<file path="src/rtl/arcade_coin_sequencer.sv">
// arcade_coin_sequencer: turns raw coin levels into clean, spaced, fixed-length coin pulses
//   clk           in   system clock
//   reset         in   synchronous, active-high
//   ce            in   timing tick for pulse/gap counters
//   controls_in   in   [8:0] {tilt, coin4..1, start4..1} level inputs
//   lockout       in   1 = discard new coin edges
//   controls_out  out  [8:0] {tilt, coin4..1, start4..1} to the core
//   busy          out  sequencer active or coins pending
//   coin_total    out  [15:0] accepted-coin count, built only with ARCADE_COIN_TOTAL_EN
module arcade_coin_sequencer #(
   parameter int PULSE_CYCLES = 8,
   parameter int GAP_CYCLES   = 8,
   parameter int QDEPTH_W     = 2
) (
   input  logic        clk,
   input  logic        reset,
   input  logic        ce,
   input  logic [8:0]  controls_in,
   input  logic        lockout,
   output logic [8:0]  controls_out,
   output logic        busy,
   output logic [15:0] coin_total
);
   typedef enum logic [1:0] {IDLE, PULSE, GAP} state_t;
   localparam logic [QDEPTH_W-1:0] PMAX = '1;
   state_t              r_state, w_state_nxt;
   logic [7:0]          r_cnt, w_cnt_nxt;
   logic [1:0]          r_sel, w_sel_nxt;
   logic [1:0]          r_rr, w_rr_nxt;
   logic [1:0]          w_gslot;
   logic                w_grant;
   logic [QDEPTH_W-1:0] r_pend [4];
   logic [3:0]          w_pending;
   logic [3:0]          r_coin_prev;
   logic [3:0]          w_rise;
   logic [3:0]          r_coin, w_coin_nxt;
   logic [3:0]          r_start;
   logic                r_tilt;

   assign w_rise       = controls_in[7:4] & ~r_coin_prev;
   assign controls_out = {r_tilt, r_coin, r_start};
   assign busy         = (r_state != IDLE) | (|w_pending);

   always_comb begin
      for (int i = 0; i < 4; i++) w_pending[i] = r_pend[i] != '0;
   end

   // Round-robin search starts one past the last granted slot; k=4 wraps to rr_ptr itself.
   always_comb begin
      w_grant = 1'b0;
      w_gslot = r_rr;
      for (int k = 1; k <= 4; k++)
         if (r_state == IDLE && !w_grant && w_pending[r_rr + 2'(k)]) begin
            w_grant = 1'b1;
            w_gslot = r_rr + 2'(k);
         end
   end

   always_comb begin
      w_state_nxt = r_state;
      w_cnt_nxt   = r_cnt;
      w_sel_nxt   = r_sel;
      w_rr_nxt    = r_rr;
      case (r_state)
         IDLE:
            if (w_grant) begin
               w_state_nxt = PULSE;
               w_cnt_nxt   = '0;
               w_sel_nxt   = w_gslot;
               w_rr_nxt    = w_gslot;
            end
         PULSE:
            if (ce) begin
               w_state_nxt = (r_cnt == 8'(PULSE_CYCLES - 1)) ? GAP : PULSE;
               w_cnt_nxt   = (r_cnt == 8'(PULSE_CYCLES - 1)) ? 8'd0 : r_cnt + 8'd1;
            end
         GAP:
            if (ce) begin
               w_state_nxt = (r_cnt == 8'(GAP_CYCLES - 1)) ? IDLE : GAP;
               w_cnt_nxt   = (r_cnt == 8'(GAP_CYCLES - 1)) ? 8'd0 : r_cnt + 8'd1;
            end
         default: w_state_nxt = IDLE;
      endcase
      w_coin_nxt = (w_state_nxt == PULSE) ? 4'b0001 << w_sel_nxt : 4'b0000;
   end

   // coin_prev resets high so a coin held through reset is not seen as a new edge.
   always_ff @(posedge clk) begin
      if (reset) begin
         r_state     <= IDLE;
         r_cnt       <= '0;
         r_sel       <= '0;
         r_rr        <= 2'd3;
         r_coin      <= '0;
         r_start     <= '0;
         r_tilt      <= 1'b0;
         r_coin_prev <= 4'hF;
      end else begin
         r_state     <= w_state_nxt;
         r_cnt       <= w_cnt_nxt;
         r_sel       <= w_sel_nxt;
         r_rr        <= w_rr_nxt;
         r_coin      <= w_coin_nxt;
         r_start     <= controls_in[3:0];
         r_tilt      <= controls_in[8];
         r_coin_prev <= controls_in[7:4];
      end
   end

   // A simultaneous accept and grant leaves the count unchanged, even at saturation.
   always_ff @(posedge clk) begin
      for (int i = 0; i < 4; i++)
         if (reset)
            r_pend[i] <= '0;
         else if (w_rise[i] && !lockout && !(w_grant && w_gslot == 2'(i)) && r_pend[i] != PMAX)
            r_pend[i] <= r_pend[i] + 1'b1;
         else if (!(w_rise[i] && !lockout) && w_grant && w_gslot == 2'(i))
            r_pend[i] <= r_pend[i] - 1'b1;
   end

`ifdef ARCADE_COIN_TOTAL_EN
   logic [15:0] r_total;
   always_ff @(posedge clk) begin
      if (reset)
         r_total <= '0;
      else if (w_grant)
         r_total <= r_total + 16'd1;
   end
   assign coin_total = r_total;
`else
   assign coin_total = 16'h0000;
`endif
endmodule

</file>
<file path="config.mk">
export PLATFORM = sky130hd
export DESIGN_NAME = arcade_coin_sequencer
export DESIGN_NICKNAME = d
export VERILOG_FILES = /design/src/rtl/arcade_coin_sequencer.sv
export SDC_FILE = /design/constraint.sdc
export NUM_CORES = 1
export LEC_CHECK = 0
export ABC_CLOCK_PERIOD_IN_PS = 3600
export BUFFER_PORTS_ARGS = -buffer_cell sky130_fd_sc_hd__buf_2
export CAP_MARGIN = 20
export CORE_MARGIN = 4
export CORE_UTILIZATION = 30
export DETAILED_ROUTE_END_ITERATION = 10
export PLACE_DENSITY_LB_ADDON = 0.2
export SLEW_MARGIN = 20
export SYNTH_ARGS = -nofsm -noshare
export SYNTH_HDL_FRONTEND = slang
export SYNTH_SLANG_ARGS = --single-unit
</file>
<file path="constraint.sdc">
create_clock -name clk -period 3.6 [get_ports clk]
set_clock_uncertainty 0.15 [all_clocks]
set_input_delay 0.72 -clock clk [delete_from_list [all_inputs] [get_ports clk]]
set_output_delay 0.72 -clock clk [all_outputs]
set_load 0.02 [all_outputs]
</file>
=== Word-level counts from Yosys, hierarchy flattened ===
Memory sizes are Yosys's and may differ from the RTL's.
Index checks and enable logic that the tools add are counted.

* Register bits after elaboration: 27
* Bits in writable memories: 8
* Bits of input ports: 13
* Output and inout port bits: 26
* Word-level logic and storage cells: 173
* Memories kept: 1

{| class="wikitable"
|+ Memory list
! name !! words !! bits a word !! rd ports !! clocked after memory_dff !! write ports !! RTL line !! text
|-
| r_pend || 4 || 2 || 4 || 0 || 4 || 32 || <nowiki>logic [QDEPTH_W-1:0] r_pend [4];</nowiki>
|}

* Add/sub/neg operators: 12
* Magnitude comparators: 4
* Eq/ne operators: 13
* Shifts and indexed selects: 1
* Muxes and demuxes: 66
* Bitwise operators: 12
* Reduce and logical (&&, ||, !) cells: 56

{| class="wikitable"
|+ Operator list
! cell !! count
|-
| two-way mux 1 bit || 38
|-
| two-way mux 2 bit || 19
|-
| logical AND 1 bit || 31
|-
| two-way mux 8 bit || 3
|-
| case mux 8 bit (2 select lines) || 1
|-
| logical NOT 1 bit || 12
|-
| less-than comparator 2 x 3 -> 1 bit (second input constant) || 4
|-
| nonzero test 2 bit || 6
|-
| adder 2 x 1 -> 2 bit (second input constant) || 5
|-
| != test 2 bit (second input constant) || 5
|-
| OR 1 bit || 9
|-
| adder 8 x 1 -> 8 bit (second input constant) || 1
|-
| binary-select mux 1 bit (select 2 bit) || 4
|-
| equality test 8 x 3 -> 1 bit (second input constant) || 1
|-
| subtractor 2 x 1 -> 2 bit (second input constant) || 4
|-
| equality test 2 x 1 -> 1 bit (second input constant) || 3
|-
| equality test 2 bit (second input constant) || 3
|-
| case mux 2 bit (3 select lines) || 1
|-
| adder 2 bit (second input constant) || 2
|-
| AND 4 bit || 1
|-
| logical NOT 2 bit || 2
|-
| inverter 4 bit || 1
|-
| OR reduction 2 bit || 2
|-
| OR reduction 4 bit || 1
|-
| 5 further kinds || 5
|}

=== Longest topological paths before layout ===
An unclocked memory read counts as a cell.

* Word-level depth: 28
* Gate-level depth with buffers: 10
* Gate-level depth less buffers: 9

=== Worst setup path after synthesis ===
OpenSTA, ideal clock, no wires.

* Kind: reg2reg
* Start: memory r_pend[3][0]
* End: memory r_pend[3][1], data pin
* Setup time: 0.142 ns
* Arrival: 2.784 ns
* Required time: 3.308 ns
* Setup slack: 0.524 ns
* Cell stages (with the launch flop): 10
* Path buffers: 1
* Clock period less this slack: 3.076 ns
* Path through: edfxtp_1 -> inv_1 -> ha_1 -> clkbuf_1 -> mux4_2 -> o32a_1 -> o311a_4 -> or4_4 -> or3b_1 -> a21oi_2

{| class="wikitable"
|+ RTL lines
! element !! RTL line
|-
| start: declaration || 32
|}

==> metrics.txt <==
number of core rows=30; Worst EP arrival=3190 ps; Hold Buf Count CTS=0; Placed Area=2240 µm²; commonest non-fill, non-tap cell in the layout=dfxtp_1; CTS Buf Count=5; Tmin final=3200 ps; Max FO, Critical Path=9; final worst slack=404 ps; worst r2r path cells=8; num ports=39; Yosys reg bits=35; Buffers on Ports=22; sequential share of the synthesized area=0.370; synthesized area per cell=8.79 µm²; ys async rst share=0; final hold vios=0; vias=1610; Die Footprint=8440 µm²; Max-slew headroom=0.610; via/cell ratio=4.51; final worst path period share=0.888; largest net degree at the start of global routing=33; Syn Inst Count=240; # fillers=717; Reg2Reg Setup Slack=400 ps; Crit. End Element=flip-flop; vias in the first global route=1462; run status=completed; maximum clock rate=313 MHz; Final ANT Viol Nets=0; clock tree buffer depth=2; Sink Count=35; final non-filler cell total=357; WL per Instance=11.5 µm; initial antenna violation count=0; Hold Path Cell Cnt=2; final instance area=2330 µm²; hold slack=358 ps; PwrDens=794 nW/µm²; share of layout cells above drive strength 1=0.176; number of synthesized flops with an enable pin=8; Yosys warning count=0; # DRC=0; post-CTS sizing=0; die width=91.9 µm; Leakage Power=0.978 nW; Worst Path Required=3590 ps; reg-to-reg startpoint=r_pend[3][0]$_DFFE_PP_; DIE HEIGHT=91.9 µm; Setup TNS=0 ps; initial core utilization=0.310; worst reg2reg endpoint=r_pend[3][1]$_DFFE_PP_; RSZ-0062 raised after global routing=false; actual slew at the worst max-slew pin=585 ps; CTS tree=yes; Post-CTS Setup Bufs=0; hold crit path type=flip-flop to flip-flop; most frequent cells in the layout=dfxtp_1, nor2_1, buf_2; ys flop type=dfxtp_1; worst slack at placement=425 ps; drt first pass iters=4; DRC marker count from the first detailed-route iteration=115; later-pin clock latency in the skew report=280 ps; Reg clk slew, reported paths=80 ps; hold wc startpoint=r_cnt[2]$_SDFFE_PP0P_; routability cong.=0.781; Final HPWL DP=3060 µm; H-tree Lvls=2; Setup CP Type=flip-flop to flip-flop; Hold EP=r_cnt[2]$_SDFFE_PP0P_; post-synth cell types=55; first-pass GRT wire length=6800 µm; All-Layer GR Usage=0.0983; total gr overflow=0; mapped cell area=2110 µm²; Antenna Cells=0; Worst VDD drop=245 µV; Synth-to-Final Area Change=10.3%; Setup crit start kind=flip-flop; Pins Over Slew Limit=0; Max Cap Violations=0; # setup viols final=0; Net count, final=284; WL final=4100 µm; clock root cell=clkbuf_8; core area=6790 µm²; Inst Count DP=349
## synthesized netlist by cell type, types with 2 or more instances
library cell,number,area share
o21a_1,3,0.011
buf_4,18,0.064
a211oi_1,2,0.0071
nor2b_1,8,0.024
nor2_1,22,0.039
o211ai_1,2,0.0071
clkbuf_1,5,0.0089
o21ai_0,6,0.014
nand2_1,19,0.034
ha_1,11,0.065
a21oi_1,8,0.019
a311oi_1,2,0.0083
buf_2,2,0.0047
xnor2_1,3,0.012
and3_1,2,0.0059
and2_1,4,0.012
nand3_1,11,0.026
xor2_1,5,0.021
nand4b_1,2,0.0083
or3_1,2,0.0059
nor3_1,10,0.024
nand2b_1,7,0.021
dfxtp_1,27,0.26
edfxtp_1,8,0.11
or2_2,5,0.015
inv_1,11,0.020
nand4_1,3,0.0089
mux2i_1,5,0.024
## stage by stage
stage                     utilization  total power, mW
after global placement          0.330             1.57
after detailed placement        0.330             1.57
after global routing            0.343             2.00
after CTS                       0.343             1.87
final                           0.343             1.85
after floorplan                     -             1.38
## cell type report
cell class                 count  area, µm²  area share
clock buffer                   5       68.8      0.0296
clock inverter                 3       18.8     0.00806
inverter                      11       41.3      0.0177
multi-input combinational    184       1180       0.507
sequential                    35        781       0.335
tap                           96        120      0.0516
timing repair buffer          23        118      0.0505
## critical path, stage by stage, from the launching register on
cell and delay (ps):
edfxtp_1 380, inv_1 50, ha_1 300, mux4_2 540
o32a_1 380, o311a_4 150, or4_4 570, or3b_1 390
a21oi_2 140
## sequential cells by signal (all words and copies together), names as in the netlist
signal       flops
r_pend           8
r_coin           4
r_start          4
r_sel            2
r_state          2
r_rr             2
r_cnt            8
r_tilt           1
r_coin_prev      4
## metal layers
layer,track usage,vias up,wire (µm),part of all wire
met5,0,-,0,0
met4,0.0408,0,73,0.018
met3,0.0180,5,155,0.038
met2,0.159,37,1950,0.47
met1,0.128,731,1930,0.47
li1,-,837,-,-
## worst max-delay path by stage
stage	from	to
finish	r_pend[3][0]$_DFFE_PP_	r_pend[3][1]$_DFFE_PP_
global route	r_state[1]$_SDFF_PP0_	r_pend[2][1]$_SDFFCE_PN0P_
CTS	r_pend[3][0]$_DFFE_PP_	r_pend[3][1]$_DFFE_PP_
detailed placement	r_pend[3][0]$_DFFE_PP_	r_pend[3][1]$_DFFE_PP_
global placement	r_pend[0][0]$_DFFE_PP_	r_pend[3][1]$_DFFE_PP_
floorplan	r_pend[3][0]$_DFFE_PP_	r_pend[3][1]$_DFFE_PP_
## logic make-up (layout without fill, tap and decap cells)
kind of cell | count (synthesis) | in the layout | share of synthesized area
AO/OA/AOI/OAI | 36 | 36 | 0.125
XOR/XNOR | 8 | 8 | 0.0332
adder cells (fa/ha/maj) | 11 | 11 | 0.0652
buffers and inverters | 36 | 42 | 0.0973
flip-flops | 35 | 35 | 0.370
multiplexers | 7 | 7 | 0.0397
other | 1 | 16 | 0.00178
AND/OR/NAND/NOR | 106 | 106 | 0.268
## power breakdown
part           internal [mW]  switching [mW]
Clock                  0.135           0.150
Sequential             0.518          0.0981
Combinational          0.416           0.531
Total                   1.07           0.779
No activity file was read; power rests on OpenSTA's default activity.
